**src/rtl/cpu_types_pkg.sv**
```systemverilog
// cpu_types_pkg: shared CPU types and the hazard unit FSM state encoding
// regbits_t: register-file index; hazard_state_t: hazard unit FSM state
package cpu_types_pkg;
    typedef logic [4:0] regbits_t;
    typedef logic [1:0] hazard_state_t;
    localparam hazard_state_t RUN      = 2'd0;
    localparam hazard_state_t LU_STALL = 2'd1;
    localparam hazard_state_t DWAIT    = 2'd2;
    localparam hazard_state_t HALTED   = 2'd3;
endpackage

```
**src/rtl/hazard_unit_if.sv**
```systemverilog
// hazard_unit_if: pipeline status in, stage enables/flushes/counters out
// inputs : ifid_rs, ifid_rt, idex_MemRead, idex_rt, exmem_dmemreq, dhit, ihit, exmem_pcsrc, memwb_halt
// outputs: pc/ifid/idex/exmem/memwb enables, ifid/idex/exmem flushes, halt_out, stall_cnt, flush_cnt
interface hazard_unit_if import cpu_types_pkg::*; #(parameter int CNT_W = 16);
    regbits_t ifid_rs, ifid_rt, idex_rt;
    logic idex_MemRead, exmem_dmemreq, dhit, ihit, exmem_pcsrc, memwb_halt;
    logic pc_en, ifid_en, idex_en, exmem_en, memwb_en;
    logic ifid_flush, idex_flush, exmem_flush, halt_out;
    logic [CNT_W-1:0] stall_cnt, flush_cnt;
    modport hu (
        input  ifid_rs, ifid_rt, idex_MemRead, idex_rt, exmem_dmemreq, dhit, ihit, exmem_pcsrc, memwb_halt,
        output pc_en, ifid_en, idex_en, exmem_en, memwb_en, ifid_flush, idex_flush, exmem_flush,
               halt_out, stall_cnt, flush_cnt
    );
    modport slave (
        input  ifid_rs, ifid_rt, idex_MemRead, idex_rt, exmem_dmemreq, dhit, ihit, exmem_pcsrc, memwb_halt,
        output pc_en, ifid_en, idex_en, exmem_en, memwb_en, ifid_flush, idex_flush, exmem_flush,
               halt_out, stall_cnt, flush_cnt
    );
    modport master (
        output ifid_rs, ifid_rt, idex_MemRead, idex_rt, exmem_dmemreq, dhit, ihit, exmem_pcsrc, memwb_halt,
        input  pc_en, ifid_en, idex_en, exmem_en, memwb_en, ifid_flush, idex_flush, exmem_flush,
               halt_out, stall_cnt, flush_cnt
    );
endinterface

```
**src/rtl/hazard_unit_sat_counter.sv**
```systemverilog
// sat_counter: W-bit event counter that sticks at all-ones
// CLK/RST: clock, async active-high reset; inc: count this cycle; cnt: current count
module sat_counter #(parameter int W = 16) (
    input  logic         CLK,
    input  logic         RST,
    input  logic         inc,
    output logic [W-1:0] cnt
);
    always_ff @(posedge CLK or posedge RST)
        if (RST) cnt <= '0;
        else if (inc && !(&cnt)) cnt <= cnt + 1'b1;
endmodule

```
**src/rtl/hazard_unit.sv**
```systemverilog
// hazard_unit: pipeline stall/flush control FSM with stall and flush performance counters
// CLK/RST: clock, async active-high reset; bus: hazard_unit_if.hu (pipeline status in, control out)
module hazard_unit import cpu_types_pkg::*; #(parameter int CNT_W = 16) (
    input logic      CLK,
    input logic      RST,
    hazard_unit_if.hu bus
);
    hazard_state_t state, nextState;
    logic loadUse, dataPend, pcFlush, stallInc;
    logic [4:0] en;
    logic [2:0] fl;
    // a load into r0 never creates a real dependency
    assign loadUse = bus.idex_MemRead && bus.idex_rt != '0 &&
                     (bus.idex_rt == bus.ifid_rs || bus.idex_rt == bus.ifid_rt);
    assign dataPend = bus.exmem_dmemreq && !bus.dhit;
    // en = {pc, ifid, idex, exmem, memwb}, fl = {ifid, idex, exmem}
    always_comb begin
        nextState = state;
        en = '1;
        fl = '0;
        pcFlush = 1'b0;
        if (state == RUN) begin
            if (bus.memwb_halt) begin
                nextState = HALTED;
                en = '0;
            end else if (dataPend) begin
                nextState = DWAIT;
                en = '0;
            end else if (bus.exmem_pcsrc) begin
                pcFlush = 1'b1;
                fl = '1;
            end else if (loadUse) begin
                nextState = LU_STALL;
                en = 5'b00111;
                fl = 3'b010;
            end else if (!bus.ihit) begin
                en = 5'b01111;
                fl = 3'b100;
            end
        end else if (state == LU_STALL) begin
            nextState = RUN;
            pcFlush = bus.exmem_pcsrc;
            fl = {3{bus.exmem_pcsrc}};
        end else if (state == DWAIT) begin
            nextState = bus.dhit ? RUN : DWAIT;
            en = {5{bus.dhit}};
        end else begin
            en = '0;
        end
        // reset must present a free-running pipeline regardless of inputs
        if (RST) begin
            en = '1;
            fl = '0;
            pcFlush = 1'b0;
        end
    end
    always_ff @(posedge CLK or posedge RST)
        if (RST) state <= RUN;
        else state <= nextState;
    assign stallInc = !en[4] && state != HALTED;
    assign {bus.pc_en, bus.ifid_en, bus.idex_en, bus.exmem_en, bus.memwb_en} = en;
    assign {bus.ifid_flush, bus.idex_flush, bus.exmem_flush} = fl;
    assign bus.halt_out = state == HALTED;
    sat_counter #(.W(CNT_W)) stallCounter (.CLK(CLK), .RST(RST), .inc(stallInc), .cnt(bus.stall_cnt));
    sat_counter #(.W(CNT_W)) flushCounter (.CLK(CLK), .RST(RST), .inc(pcFlush), .cnt(bus.flush_cnt));
endmodule

```
**src/flat_wrapper.sv**
```systemverilog
// flat-port wrapper written by rule: the top's interface ports become plain ports
module hazard_unit_flat import cpu_types_pkg::*;
#(parameter int CNT_W = 16)
  (CLK, RST, bus_ifid_rs, bus_ifid_rt, bus_idex_MemRead, bus_idex_rt, bus_exmem_dmemreq, bus_dhit, bus_ihit, bus_exmem_pcsrc, bus_memwb_halt, bus_pc_en, bus_ifid_en, bus_idex_en, bus_exmem_en, bus_memwb_en, bus_ifid_flush, bus_idex_flush, bus_exmem_flush, bus_halt_out, bus_stall_cnt, bus_flush_cnt);
  hazard_unit_if #(.CNT_W(CNT_W)) bus_i ();
  input logic CLK;
  input logic RST;
  input wire logic [$bits(bus_i.ifid_rs)-1:0] bus_ifid_rs;
  input wire logic [$bits(bus_i.ifid_rt)-1:0] bus_ifid_rt;
  input wire logic [$bits(bus_i.idex_MemRead)-1:0] bus_idex_MemRead;
  input wire logic [$bits(bus_i.idex_rt)-1:0] bus_idex_rt;
  input wire logic [$bits(bus_i.exmem_dmemreq)-1:0] bus_exmem_dmemreq;
  input wire logic [$bits(bus_i.dhit)-1:0] bus_dhit;
  input wire logic [$bits(bus_i.ihit)-1:0] bus_ihit;
  input wire logic [$bits(bus_i.exmem_pcsrc)-1:0] bus_exmem_pcsrc;
  input wire logic [$bits(bus_i.memwb_halt)-1:0] bus_memwb_halt;
  output wire logic [$bits(bus_i.pc_en)-1:0] bus_pc_en;
  output wire logic [$bits(bus_i.ifid_en)-1:0] bus_ifid_en;
  output wire logic [$bits(bus_i.idex_en)-1:0] bus_idex_en;
  output wire logic [$bits(bus_i.exmem_en)-1:0] bus_exmem_en;
  output wire logic [$bits(bus_i.memwb_en)-1:0] bus_memwb_en;
  output wire logic [$bits(bus_i.ifid_flush)-1:0] bus_ifid_flush;
  output wire logic [$bits(bus_i.idex_flush)-1:0] bus_idex_flush;
  output wire logic [$bits(bus_i.exmem_flush)-1:0] bus_exmem_flush;
  output wire logic [$bits(bus_i.halt_out)-1:0] bus_halt_out;
  output wire logic [$bits(bus_i.stall_cnt)-1:0] bus_stall_cnt;
  output wire logic [$bits(bus_i.flush_cnt)-1:0] bus_flush_cnt;
  assign bus_i.ifid_rs = bus_ifid_rs;
  assign bus_i.ifid_rt = bus_ifid_rt;
  assign bus_i.idex_MemRead = bus_idex_MemRead;
  assign bus_i.idex_rt = bus_idex_rt;
  assign bus_i.exmem_dmemreq = bus_exmem_dmemreq;
  assign bus_i.dhit = bus_dhit;
  assign bus_i.ihit = bus_ihit;
  assign bus_i.exmem_pcsrc = bus_exmem_pcsrc;
  assign bus_i.memwb_halt = bus_memwb_halt;
  assign bus_pc_en = bus_i.pc_en;
  assign bus_ifid_en = bus_i.ifid_en;
  assign bus_idex_en = bus_i.idex_en;
  assign bus_exmem_en = bus_i.exmem_en;
  assign bus_memwb_en = bus_i.memwb_en;
  assign bus_ifid_flush = bus_i.ifid_flush;
  assign bus_idex_flush = bus_i.idex_flush;
  assign bus_exmem_flush = bus_i.exmem_flush;
  assign bus_halt_out = bus_i.halt_out;
  assign bus_stall_cnt = bus_i.stall_cnt;
  assign bus_flush_cnt = bus_i.flush_cnt;
  hazard_unit #(.CNT_W(CNT_W)) u_core (.CLK(CLK), .RST(RST), .bus(bus_i));
endmodule
```
**config.mk**
```make
export PLATFORM = sky130hd
export DESIGN_NAME = hazard_unit_flat
export DESIGN_NICKNAME = d
export VERILOG_FILES = /design/src/rtl/cpu_types_pkg.sv /design/src/rtl/hazard_unit_if.sv /design/src/rtl/hazard_unit_sat_counter.sv /design/src/rtl/hazard_unit.sv /design/src/flat_wrapper.sv
export SDC_FILE = /design/constraint.sdc
export NUM_CORES = 1
export LEC_CHECK = 0
export BUFFER_PORTS_ARGS = -buffer_cell sky130_fd_sc_hd__buf_2
export CORE_MARGIN = 3
export CORE_UTILIZATION = 45
export CTS_CLUSTER_SIZE = 14
export DETAILED_ROUTE_END_ITERATION = 6
export PLACE_DENSITY = 0.72
export SYNTH_ARGS = -nofsm -noshare
export SYNTH_HDL_FRONTEND = slang
export SYNTH_SLANG_ARGS = --single-unit
```
**constraint.sdc**
```tcl
create_clock -name CLK -period 1.62 [get_ports CLK]
set_input_delay 0.162 -clock CLK [delete_from_list [all_inputs] [get_ports CLK]]
set_output_delay 0.162 -clock CLK [all_outputs]
set_load 0.02 [all_outputs]
```
======== Word-level counts from Yosys, hierarchy flattened ========
Cells that the tools add are included.
cells by class
  eq/ne operators ......................... 8
  reductions and logical operators ........ 17
  mux-type cells .......................... 31
  add/sub/neg operators ................... 2
operators by type and width
  cell                                                                      count
  5-bit two-way mux                                                         9
  16-bit by 1-bit adder with 16-bit output (second input constant)          2
  16-bit AND reduction                                                      2
  3-bit two-way mux                                                         8
  2-bit two-way mux                                                         8
  5-bit == test                                                             2
  1-bit logical AND                                                         6
  1-bit two-way mux                                                         6
  5-bit nonzero test                                                        1
  2-bit == test (second input constant)                                     2
  1-bit zero test                                                           4
  4-bit by 2-bit inequality test with 1-bit output (second input constant)  1
  4-bit by 3-bit inequality test with 1-bit output (second input constant)  1
  3-bit AND reduction                                                       1
  3-bit nonzero test                                                        1
  2-bit by 1-bit == test with 1-bit output (second input constant)          1
  2-bit zero test                                                           1
  2-bit inequality test (second input constant)                             1
  1-bit logical OR                                                          1
storage, ports and cells
  bits in registers ....................... 34

======== Depth between registers and ports, before layout ========
Gate-level depths: netlist of run 1.
  depth in word-level cells ............... 12
  mapped depth ............................ 9
  depth with buffers taken out ............ 8

======== Cells and area by module ========
Synthesis of run 1 repeated with hierarchy kept, for this count alone.
second synthesis, totals
  cells, all modules ...................... 199
  area, all modules ....................... 1966.9 µm²
modules (own cells, without submodules)
  module       area an instance (µm²)  times used  cells each
  sat_counter  798.3                   2           73
  hazard_unit  370.4                   1           53

======== Least setup slack after synthesis of run 1 ========
OpenSTA, ideal clock, no wires.
  path type ............................... register to register
  start ................................... register u_core.stallCounter.cnt[0]
  end ..................................... register u_core.stallCounter.cnt[4]
  arrival time ............................ 1.755 ns
  required time ........................... 1.488 ns
  buffers on the path ..................... 0
  library setup time ...................... 0.132 ns
  cell stages (with the launch flop) ...... 9
  path slack .............................. -0.267 ns
  clock period less this slack ............ 1.887 ns
  path through ............................ dfrtp_1 > ha_1 > nand2_1 > nor3_4 > a41oi_2 > o21ai_2 > nand2_4 > and4_1 > xor2_1
on the way
  longest elaborated chain between the ends .. 3
ends and longest elaborated chain
  item                                                                              RTL line                       RTL
  from (decl)                                                                       hazard_unit_sat_counter.sv:7   output logic [W-1:0] cnt
  from (signal assigned)                                                            hazard_unit_sat_counter.sv:11  else if (inc && !(&cnt)) cnt <= cnt + 1'b1;
  branches (longest 3 deep; another with 16-bit by 1-bit adder with 16-bit output)  --
Parallel ways; which one is timed is not known.
A chain may end at the register's enable or synchronous reset.

======== Worst setup path in the final report of run 1 ========
  start ................................... register u_core.state[1]
  end ..................................... output bus_pc_en
on the way
  longest elaborated chain between the ends .. 5
ends and longest elaborated chain
  item                    RTL line            RTL
  from (decl)             hazard_unit.sv:8    hazard_state_t state, nextState;
  from (signal assigned)  hazard_unit.sv:59   else state <= nextState;
  2-bit == test           hazard_unit.sv:44   end else if (state == DWAIT) begin
  5-bit two-way mux       hazard_unit.sv:44
  5-bit two-way mux       hazard_unit.sv:40   end else if (state == LU_STALL) begin
  5-bit two-way mux (*)   hazard_unit.sv:22   if (state == RUN) begin
  5-bit two-way mux (*)   hazard_unit.sv:51   if (RST) begin
  to (decl)               flat_wrapper.sv:17  output wire logic [$bits(bus_i.pc_en)-1:0] bus_pc_en;
Every way passes the cells marked *; elsewhere a longest branch is shown, timed or not.

==> flow_summary_export.csv, run 1 <==
group,metric,value,unit
logic_synthesis,syn_area,1890,um2
placed_design,dp_area,2710,um2
logic_synthesis,synthDominantCellAreaShare,45.0,%
setup_path,start_kind,"flip-flop",
sta,hold_viol_final,0,
logic_synthesis,netlist_instances,186,
logic_synthesis,register_bit_count_reported_by_yosys,34,
sta,final_max_slew_viol_count,0,
floorplanning,die_outline_area,5020,um2
setup_path,worst_ep_arrival_time,1600,ps
logic_synthesis,synth-async-reset-ratio,100,%
global_route,antenna_violations_before_repair,0,
setup_path,cp_common_cell,"buf_6",
clock_network,worst_setup_hold_path_clk_slew,70,ps
pwr,max-vdd-ir-drop,0.767,mV
logic_synthesis,yosysMostFrequentCell,"dfrtp_1",
sta,setup_violations,32,
setup_path,chain_of_cells_forming_the_critical_path,"buf_6, nor2b_1, o21bai_1, a21oi_2, buf_4, nor2_2, buf_6",
detailed_routing,drt_iter0_drc,57,
detailed_routing,routed_wl,4860,um
detailed_routing,post-route-drc-count,0,
detailed_routing,detailroute.via_count,1838,
placed_design,dp_hpwl,3480,um
sta,slew-limit-headroom,71.8,%
floorplanning,boundaryPins,64,
floorplanning,die-height,70.8,um
sta,max_freq,569,MHz
finish,post_route_cells_drive_above_1_share,60.4,%
logic_synthesis,yosysSeqAreaShare,45.0,%
placed_design,place.gp.congestion,0.804,
logic_synthesis,syn_avg_cell_area,10.2,um2
clock_network,cts_root_buf,"clkbuf_8",
detailed_routing,avgRoutedWirePerCell,13.4,um
logic_synthesis,synth.distinct_cells,38,
global_route,grt_start_max_net_pins,35,
logic_synthesis,netlist_top_cells_count,"dfrtp_1, xnor2_1, nand2_1, nor2_1, nand4_1",
setup_path,required,1460,ps
global_route,vias_in_the_first_global_route,1814,
setup_path,critical-path-slowest-cell,"dfrtp_1",
logic_synthesis,synth_top_cells_by_area,"dfrtp_1, xnor2_1, nand4_1",
logic_synthesis,number_of_flops_mapped_to_enable_cells_by_yosys,0,
sta,fin_crit,1760,ps
placed_design,post-place-cells,348,
clock_network,cts_max_level,2,
finish,multi_input_comb_area,1130,um2
pwr,pwr-share-comb,48.8,%
floorplanning,initial_util,49.1,%
finish,final-seq-area,877,um2
finish,final_cell_count_no_fill,364,
finish,post-route-cell-area,3040,um2
sta,timing_worst_slew_pin_value,421,ps
detailed_routing,drtPass1Iterations,4,
clock_network,clock_latency,290,ps
finish,num-nets-final,340,
logic_synthesis,mappedNetlistNets,211,
pwr,p_int,2.36,mW
global_route,groute.usage.overall,19.6,%
setup_path,endpoint_kind,"output pin",
sta,final_min_period_over_clock_period,108,%
min_path,hp-class,"in2async",
pwr,netSwitchingFraction,36.6,%
placed_design,placement.setup.worst_slack,-191,ps
setup_path,cp_max_fo,7,
setup_path,worst_path_largest_cell_delay,400,ps
pwr,total_leakage_power,1.52,nW
placed_design,place.port_buffers,63,
finish,n_antenna_cell,0,
pwr,power_density,1230,nW/um2
setup_path,crit_type,"reg2out",
floorplanning,core_area,3850,um2
pwr,power.sequential.fraction,30.7,%
run_status,violations_in_the_final_reports,"setup timing",
pwr,share_clk_of_total_power,20.4,%
sta,grt_setup_unrepaired,"yes",
detailed_routing,antenna_left,0,
detailed_routing,drt-vias-per-instance,5.05,
pwr,netSwitchingPower,1.36,mW
sta,timing.final.ws_setup,-137,ps
logic_synthesis,synth_top_cell_by_area,"dfrtp_1",
sta,final.setup_skew,11.4,ps
logic_synthesis,ys_dominant_reg_cell,"dfrtp_1",
run,max_cap_violations,0,
floorplanning,fp.dieW,70.8,um
floorplanning,placementRows,22,
finish,area_added_between_synthesis_and_finish,60.4,%
run_status,result_of_the_run,"finished, violations left",
global_route,wire_length_of_the_first_global_routing_pass,8090,um
clock_network,numCtsBuffers,5,
finish,final.fill_count,263,
clock_network,clock-sinks,34,
clock_network,cts_max_path_buffers,2,
global_route,grt_remaining_overflow,0,
clock_network,cts_tree,"yes",
logic_synthesis,synth-warning-count,0,
[layout by cell type, fill, tap and decap left out, drive strengths merged]
| cell | count |
|---|---|
| and3 | 5 |
| and2 | 3 |
| o211ai | 3 |
| o21a | 2 |
| dfrtp | 34 |
| nand4 | 14 |
| or4 | 1 |
| nor3 | 5 |
| xnor2 | 33 |
| ha | 2 |
| nor2b | 3 |
| nand3 | 10 |
| nor4b | 1 |
| o21ai | 4 |
| clkbuf | 7 |
| mux2 | 2 |
| a41oi | 1 |
| xor2 | 7 |
| and4 | 3 |
| bufinv | 1 |
| buf | 126 |
| nand2b | 2 |
| o21bai | 1 |
| a221o | 1 |
| nor2 | 15 |
| nand2 | 19 |
| inv | 6 |
| o22ai | 1 |
| a21oi | 4 |
[final timing paths]
path	cells past startpoint	startpoint	slack, ps	endpoint
max	7	u_core.state[1]	-140	bus_pc_en
min	4	RST	130	u_core.state[0]
max reg2reg	6	u_core.state[0]	-110	u_core.stallCounter.cnt[4]
min in group CLK	2	bus_memwb_halt	140	u_core.state[0]
max in group asynchronous	4	RST	1160	u_core.stallCounter.cnt[8]
min reg2reg	1	u_core.flushCounter.cnt[7]	490	u_core.flushCounter.cnt[7]
[area by class of cell]
cell class                 instances  area share, %
sequential                        34           28.9
inverter                           6          0.907
clock buffer                       7           2.51
clock inverter                     1          0.989
multi-input combinational        142           37.3
tap                               48           1.98
timing repair buffer             126           27.5
[state kept, by name (all words and copies together), names as in the netlist]
signal / count
u_core.flushCounter.cnt: 16
u_core.stallCounter.cnt: 16
u_core.state: 2
[worst max-delay path: cells and delay by family, from the launching register on]
| kind | cells | cell delay, ps |
|---|---|---|
| and+or+nand+nor | 2 | 140 |
| DFF | 1 | 400 |
| buffers and inverters | 3 | 440 |
| AOI/OAI and AO/OA | 2 | 340 |
[through the flow]
stage	power (mW)	util [%]	setup TNS, ps	hold slack [ps]
after CTS	3.64	76.6	-1930	132
after floorplan	2.04	-	-2090	309
final	3.72	78.8	-1970	133
after global placement	2.68	70.2	-1660	428
after detailed placement	2.72	70.2	-2320	443
after global routing	3.94	78.8	-5120	155
[repair_timing]
| item | in CTS | in global routing |
|---|---|---|
| setup buffers | 7 | 0 |
| pin swaps | 25 | 14 |
| gates cloned | 1 | 0 |
| hold buffers | 0 | 0 |
| setup endpoints to repair | 34 | 40 |
| resized for setup | 25 | 19 |
[routing by layer]
layer / routed length (um) / share of wire (%) / vias to the layer above / GRT usage, %
met4: 81 / 1.7 / 0 / 5.85
met3: 272 / 5.6 / 12 / 3.13
met5: 0 / 0 / - / 0
met2: 2470 / 51 / 60 / 33.4
li1: - / - / 904 / -
met1: 2040 / 42 / 862 / 25.7
[power groups by stage]
stage | registers, mW | logic [mW] | clock network [mW]
after global routing | 1.16 | 1.98 | 0.799
after floorplan | 1.37 | 0.670 | 0
final | 1.14 | 1.82 | 0.760
after global placement | 1.15 | 1.53 | 0
after CTS | 1.14 | 1.74 | 0.765
after detailed placement | 1.15 | 1.57 | 0
[cell families after synthesis]
family / synth area share [%]
AOI/OAI and AO/OA: 6.61
xor gates and xnor gates: 18.5
buffers and inverters: 3.11
adders and majority gates: 1.32
muxes: 1.19
DFF: 45.0
and+or+nand+nor: 24.3
Power figures use the tool's default switching activity.
==> run 2: changes to the inputs <==
--- a/config.mk
+++ b/config.mk
@@ -7,10 +7,12 @@
 export LEC_CHECK = 0
 export BUFFER_PORTS_ARGS = -buffer_cell sky130_fd_sc_hd__buf_2
 export CORE_MARGIN = 3
-export CORE_UTILIZATION = 45
+export CORE_UTILIZATION = 46
 export CTS_CLUSTER_SIZE = 14
 export DETAILED_ROUTE_END_ITERATION = 6
 export PLACE_DENSITY = 0.72
+export SLEW_MARGIN = 10
 export SYNTH_ARGS = -nofsm -noshare
 export SYNTH_HDL_FRONTEND = slang
+export SYNTH_HIERARCHICAL = 1
 export SYNTH_SLANG_ARGS = --single-unit
==> flow_summary_export.csv, run 2 <==
group,metric,value,unit
run_status,violations_in_the_final_reports,"setup timing",
detailed_routing,antenna_left,0,
run_status,result_of_the_run,"finished, violations left",
min_path,hp-class,"in2async",
floorplanning,core_area,4060,um2
finish,final_core_util,88.3,%
finish,num-nets-final,370,
finish,final.fill_count,181,
setup_path,cp_max_fo,5,
sta,timing.final.ws_setup,-544,ps
logic_synthesis,netlist_top_cells_count,"dfrtp_1, xnor2_1, nand3_1, nand2_1, nor2_1",
floorplanning,die-height,71.4,um
finish,post-route-cell-area,3580,um2
logic_synthesis,syn_avg_cell_area,9.88,um2
sta,setup_total_negative_slack,-13640,ps
detailed_routing,routed_wl,8570,um
setup_path,required,1800,ps
detailed_routing,drt_iter0_drc,178,
setup_path,chain_of_cells_forming_the_critical_path,"a21oi_2, o21ai_1, a21o_1, nor3_4, buf_6, nand3_4, nor4_2, mux2_2",
floorplanning,placementRows,23,
clock_network,worst_setup_hold_path_clk_slew,80,ps
logic_synthesis,yosysSeqAreaShare,43.3,%
clock_network,cts_tree,"yes",
finish,mostFrequentLayoutCells,"buf_4, buf_2, xnor2_1, dfrtp_2, buf_6",
logic_synthesis,synth_top_cells_by_area,"dfrtp_1, xnor2_1, nand3_1",
logic_synthesis,synth.distinct_cells,37,
setup_path,critical-path-slowest-cell,"dfrtp_2",
sta,setup_violations,41,
pwr,total_leakage_power,1.69,nW
sta,fin_crit,2160,ps
clock_network,cts_max_level,2,
finish,post_route_cells_drive_above_1_share,67.9,%
logic_synthesis,synth-async-reset-ratio,100,%
floorplanning,die_outline_area,5100,um2
setup_path,worst_ep_arrival_time,2340,ps
finish,largest_registers,"u_core/flushCounter/cnt x16, u_core/stallCounter/cnt x16, u_core/state x2",
clock_network,clock_latency,290,ps
placed_design,post-place-cells,369,
clock_network,numCtsBuffers,5,
global_route,vias_in_the_first_global_route,2428,
setup_path,worst_path_largest_cell_delay,460,ps
clock_network,cts_root_buf,"clkbuf_8",
sta,max_freq,462,MHz
logic_synthesis,synth-warning-count,6,
logic_synthesis,yosysMostFrequentCell,"dfrtp_1",
detailed_routing,detailroute.via_count,2374,
logic_synthesis,register_bit_count_reported_by_yosys,34,
logic_synthesis,netlist_instances,199,
finish,n_antenna_cell,0,
clock_network,cts_max_path_buffers,2,
sta,timing_worst_slew_pin_value,663,ps
logic_synthesis,number_of_flops_mapped_to_enable_cells_by_yosys,0,
logic_synthesis,mappedNetlistNets,224,
finish,final-seq-area,881,um2
logic_synthesis,ys_dominant_reg_cell,"dfrtp_1",
run,max_cap_violations,0,
placed_design,dp_hpwl,4260,um
setup_path,ff2ff_path_depth,8,
detailed_routing,post-route-drc-count,0,
sta,final.setup_skew,6.58,ps
finish,final_cell_count_no_fill,396,
sta,final_min_period_over_clock_period,134,%
finish,multi_input_comb_area,1470,um2
placed_design,place.port_buffers,63,
detailed_routing,drtPass1Iterations,5,
pwr,max-vdd-ir-drop,1.11,mV
logic_synthesis,synthDominantCellAreaShare,43.3,%
placed_design,placement.setup.worst_slack,-458,ps
global_route,grt_start_max_net_pins,17,
global_route,groute.usage.overall,29.5,%
sta,hold_viol_final,0,
logic_synthesis,syn_area,1970,um2
detailed_routing,avgRoutedWirePerCell,21.6,um
setup_path,start_kind,"flip-flop",
sta,grt_setup_unrepaired,"yes",
finish,area_added_between_synthesis_and_finish,82.1,%
global_route,antenna_violations_before_repair,0,
sta,final_max_slew_viol_count,0,
finish,final_common_cell,"buf_4",
floorplanning,fp.dieW,71.4,um
logic_synthesis,synth_top_cell_by_area,"dfrtp_1",
floorplanning,boundaryPins,64,
floorplanning,initial_util,48.5,%
setup_path,crit_type,"reg2reg",
setup_path,endpoint_kind,"flip-flop",
placed_design,dp_area,2870,um2
detailed_routing,drt-vias-per-instance,5.99,
global_route,wire_length_of_the_first_global_routing_pass,11700,um
placed_design,place.gp.congestion,0.862,
clock_network,clock-sinks,34,
global_route,grt_remaining_overflow,0,
sta,slew-limit-headroom,55.8,%
pwr,power_density,1190,nW/um2
==> run 2: changes by cell type in the layout (fill, tap and decap cells not counted), moves of 4 or more <==
cell     previous run  this run
or4_1               0         5
xnor2_1            30        24
nand3_1             7        11
nor2_1             12         4
nor2_4              0         5
nand3_4             0         6
buf_6               8        23
nor4_4              0         5
nand4_1            14        10
==> run 2: power by group <==
part	total, mW	internal (mW)	switching, mW
logic	2.44	1.22	1.22
clock network	0.670	0.342	0.328
registers	1.17	1.02	0.152
total	4.28	2.58	1.70
==> run 2: path summary, 6_finish.rpt <==
path	from	to	slack (ps)
worst max-delay path	u_core/state[0]	u_core/stallCounter/cnt[10]	-540
worst min-delay path	RST	u_core/flushCounter/cnt[6]	130
worst max register to register	u_core/state[0]	u_core/stallCounter/cnt[10]	-540
worst min register to register	u_core/stallCounter/cnt[8]	u_core/stallCounter/cnt[8]	570
max in group asynchronous	RST	u_core/stallCounter/cnt[10]	1010
min in group CLK	bus_dhit	u_core/state[1]	330
==> run 2: layout make-up <==
type                    count  share of cell area, %
clock inverters             2                  0.349
repair buffers            144                   29.2
multi-input cells         153                   41.1
flip-flops and latches     34                   24.6
inverters                   7                  0.733
clock buffers               6                   2.31
well taps                  50                   1.75
==> run 2: critical path, delay by kind of cell (launching register included) <==
kind,cells,cell delay (ps)
compound gates,3,550
simple gates,3,530
mux,1,360
flops,1,460
buf+inv,1,150
==> run 2: cell families (layout without fill, tap and decap cells) <==
group / count (synthesis) / count (layout) / synth area share [%]
AOI/OAI and AO/OA: 19 / 19 / 6.49
xor gates and xnor gates: 38 / 38 / 16.9
adders and majority gates: 2 / 2 / 1.27
buffers and inverters: 12 / 159 / 3.43
DFF: 34 / 34 / 43.3
muxes: 4 / 4 / 2.67
and+or+nand+nor: 90 / 90 / 26.0
==> run 2: timing repair <==
item,4_1_cts,5_1_grt
endpoints found under the hold margin,2,0
hold buffers,1,0
setup buffers,14,9
gates resized for setup,68,32
endpoints found under the setup margin,35,41
pin swaps,25,32
==> run 2: metrics by stage <==
step                      hold WS [ps]  total power, mW
after floorplan                  -96.8             2.05
final                              130             4.28
after detailed placement           172             2.74
after global routing               173             4.46
after CTS                          116             3.91
after global placement             173             2.69
==> run 2: routing by layer <==
metal  up-vias  wire [um]  GRT usage (%)
met3        59        628           6.17
met1      1156       2960           34.2
met4         0        550           14.6
met2       152       4430           51.4
li1       1007          -              -
met5         -          0              0
==> run 3: changes to the inputs <==
--- a/config.mk
+++ b/config.mk
@@ -6,8 +6,10 @@
 export NUM_CORES = 1
 export LEC_CHECK = 0
 export BUFFER_PORTS_ARGS = -buffer_cell sky130_fd_sc_hd__buf_2
+export CELL_PAD_IN_SITES_DETAIL_PLACEMENT = 0
+export CELL_PAD_IN_SITES_GLOBAL_PLACEMENT = 1
 export CORE_MARGIN = 3
-export CORE_UTILIZATION = 46
+export CORE_UTILIZATION = 34
 export CTS_CLUSTER_SIZE = 14
 export DETAILED_ROUTE_END_ITERATION = 6
 export PLACE_DENSITY = 0.72
==> flow_summary_export.csv, run 3 (synthesis results as in run 2) <==
group,metric,value,unit
placed_design,dp_hpwl,4240,um
setup_path,ff2ff_path_depth,7,
run,max_cap_violations,0,
setup_path,worst_path_largest_cell_delay,440,ps
sta,final_min_period_over_clock_period,121,%
finish,post-route-cell-area,3540,um2
clock_network,cts_tree,"yes",
clock_network,cts_root_buf,"clkbuf_8",
setup_path,critical_path.n_buffers_inverters,2,
setup_path,timing.rr.start,"u_core/state[1]",
detailed_routing,post-route-drc-count,0,
setup_path,critical-path-top-delay-family,"simple AND/OR/NAND/NOR gates",
placed_design,place.gp.congestion,0.826,
finish,mostFrequentLayoutCells,"buf_4, buf_2, xnor2_1, dfrtp_2, buf_6",
global_route,groute.usage.overall,18.2,%
detailed_routing,detailroute.via_count,2070,
setup_path,endpoint_kind,"flip-flop",
floorplanning,die-height,82.1,um
setup_path,start_kind,"flip-flop",
sta,setup_violations,38,
finish,area_added_between_synthesis_and_finish,79.8,%
sta,grt_setup_unrepaired,"yes",
run_status,result_of_the_run,"finished, violations left",
sta,timing.final.ws_setup,-342,ps
finish,n_antenna_cell,0,
global_route,antenna_violations_before_repair,0,
setup_path,r2r_end,"u_core/stallCounter/cnt[10]",
setup_path,cp_max_fo,4,
global_route,grt_start_max_net_pins,17,
floorplanning,core_area,5540,um2
sta,fin_crit,1960,ps
pwr,power_density,1170,nW/um2
placed_design,placement.setup.worst_slack,-431,ps
detailed_routing,antenna_left,0,
floorplanning,placementRows,27,
placed_design,place.port_buffers,63,
sta,max_freq,510,MHz
sta,timing_worst_slew_pin_value,631,ps
setup_path,chain_of_cells_forming_the_critical_path,"buf_6, buf_4, and2_4, nor3_4, nand3_2, nor4_4, mux2_4",
global_route,vias_in_the_first_global_route,2062,
detailed_routing,avgRoutedWirePerCell,14.5,um
floorplanning,boundaryPins,64,
clock_network,cts_max_path_buffers,2,
sta,fin_worst_hold_slack,114,ps
setup_path,crit_type,"reg2reg",
floorplanning,fp.dieW,82.1,um
run_status,violations_in_the_final_reports,"setup timing",
sta,final.setup_skew,10.9,ps
pwr,total_leakage_power,1.69,nW
clock_network,clock_latency,290,ps
finish,final_common_cell,"buf_4",
clock_network,numCtsBuffers,5,
min_path,hp-class,"in2async",
detailed_routing,drtPass1Iterations,4,
clock_network,clock-sinks,34,
setup_path,worst_ep_arrival_time,2140,ps
setup_path,r2r_slack,-340,ps
floorplanning,initial_util,35.5,%
sta,slew-limit-headroom,57.9,%
pwr,power.total,4.14,mW
detailed_routing,routed_wl,6010,um
detailed_routing,drt_iter0_drc,46,
sta,final_max_slew_viol_count,0,
finish,num-nets-final,367,
finish,largest_registers,"u_core/flushCounter/cnt x16, u_core/stallCounter/cnt x16, u_core/state x2",
setup_path,required,1800,ps
detailed_routing,drt-vias-per-instance,4.99,
clock_network,worst_setup_hold_path_clk_slew,80,ps
finish,post_route_cells_drive_above_1_share,65.0,%
floorplanning,die_outline_area,6730,um2
clock_network,cts_max_level,2,
global_route,grt_remaining_overflow,0,
finish,final_core_util,63.8,%
global_route,wire_length_of_the_first_global_routing_pass,9460,um
placed_design,dp_area,2880,um2
setup_path,critical-path-slowest-cell,"dfrtp_2",
sta,hold_viol_final,0,
pwr,max-vdd-ir-drop,0.858,mV
[run 3: cell count changes in the layout (fill, tap and decap cells not counted), moves of 3 or more]
| cell | delta |
|---|---|
| nand3_4 | -3 |
| xnor2_2 | -5 |
| xnor2_1 | +5 |
| buf_6 | -6 |
| buf_4 | +4 |
[run 3: how the worst max path moves through the flow]
stage,start,to,slack [ps],depth (start not counted)
floorplan,u_core/state[1],u_core/stallCounter/cnt[13],-340,9
global placement,bus_idex_rt[1],u_core/stallCounter/cnt[13],-380,9
detailed placement,bus_idex_rt[1],u_core/stallCounter/cnt[11],-430,9
CTS,u_core/state[0],u_core/stallCounter/cnt[10],-330,7
global route,u_core/state[1],u_core/stallCounter/cnt[15],-430,10
finish,u_core/state[1],u_core/stallCounter/cnt[10],-340,7
[run 3: area by class of cell]
| class | count | area [um2] |
|---|---|---|
| repair buffers | 141 | 1000 |
| inverters | 7 | 26.3 |
| fillers | 471 | 2000 |
| well taps | 72 | 90.1 |
| clock inverters | 3 | 68.8 |
| clock buffers | 5 | 68.8 |
| multi-input cells | 153 | 1400 |
| flip-flops and latches | 34 | 881 |
[run 3: through the flow]
stage          cells  TNS [ps]
2_1_floorplan    199     -2350
3_3_place_gp     389     -4900
3_5_place_dp     389     -5630
4_1_cts          408     -5760
5_1_grt          415    -10360
6_report         415     -6870
[run 3: timing repair]
| action | in CTS | in global routing |
|---|---|---|
| hold buffers | 1 | 0 |
| pin swaps | 25 | 27 |
| resized for setup | 47 | 33 |
| setup endpoints to repair | 35 | 41 |
| buffers inserted | 11 | 9 |
| endpoints found under the hold margin | 2 | 0 |
[run 3: worst register-to-register path: cells and delay by family, from the launching register on]
kind,cells,cell delay (ps)
buf+inv,2,270
flops,1,440
simple gates,4,830
mux,1,320
[run 3: report_power, final]
part	internal (mW)	leakage [nW]	switching (mW)
sequential	1.02	0.422	0.136
clock	0.616	0.0683	0.322
combinational	1.06	1.20	0.985
total	2.70	1.69	1.44
[run 3: layer usage]
layer	part of all wire, %	track usage [%]	up-vias
li1	-	-	1009
met1	39	20.7	1022
met2	56	34.5	33
met3	3.3	3.40	6
met4	0.88	4.49	0
met5	0	0	-
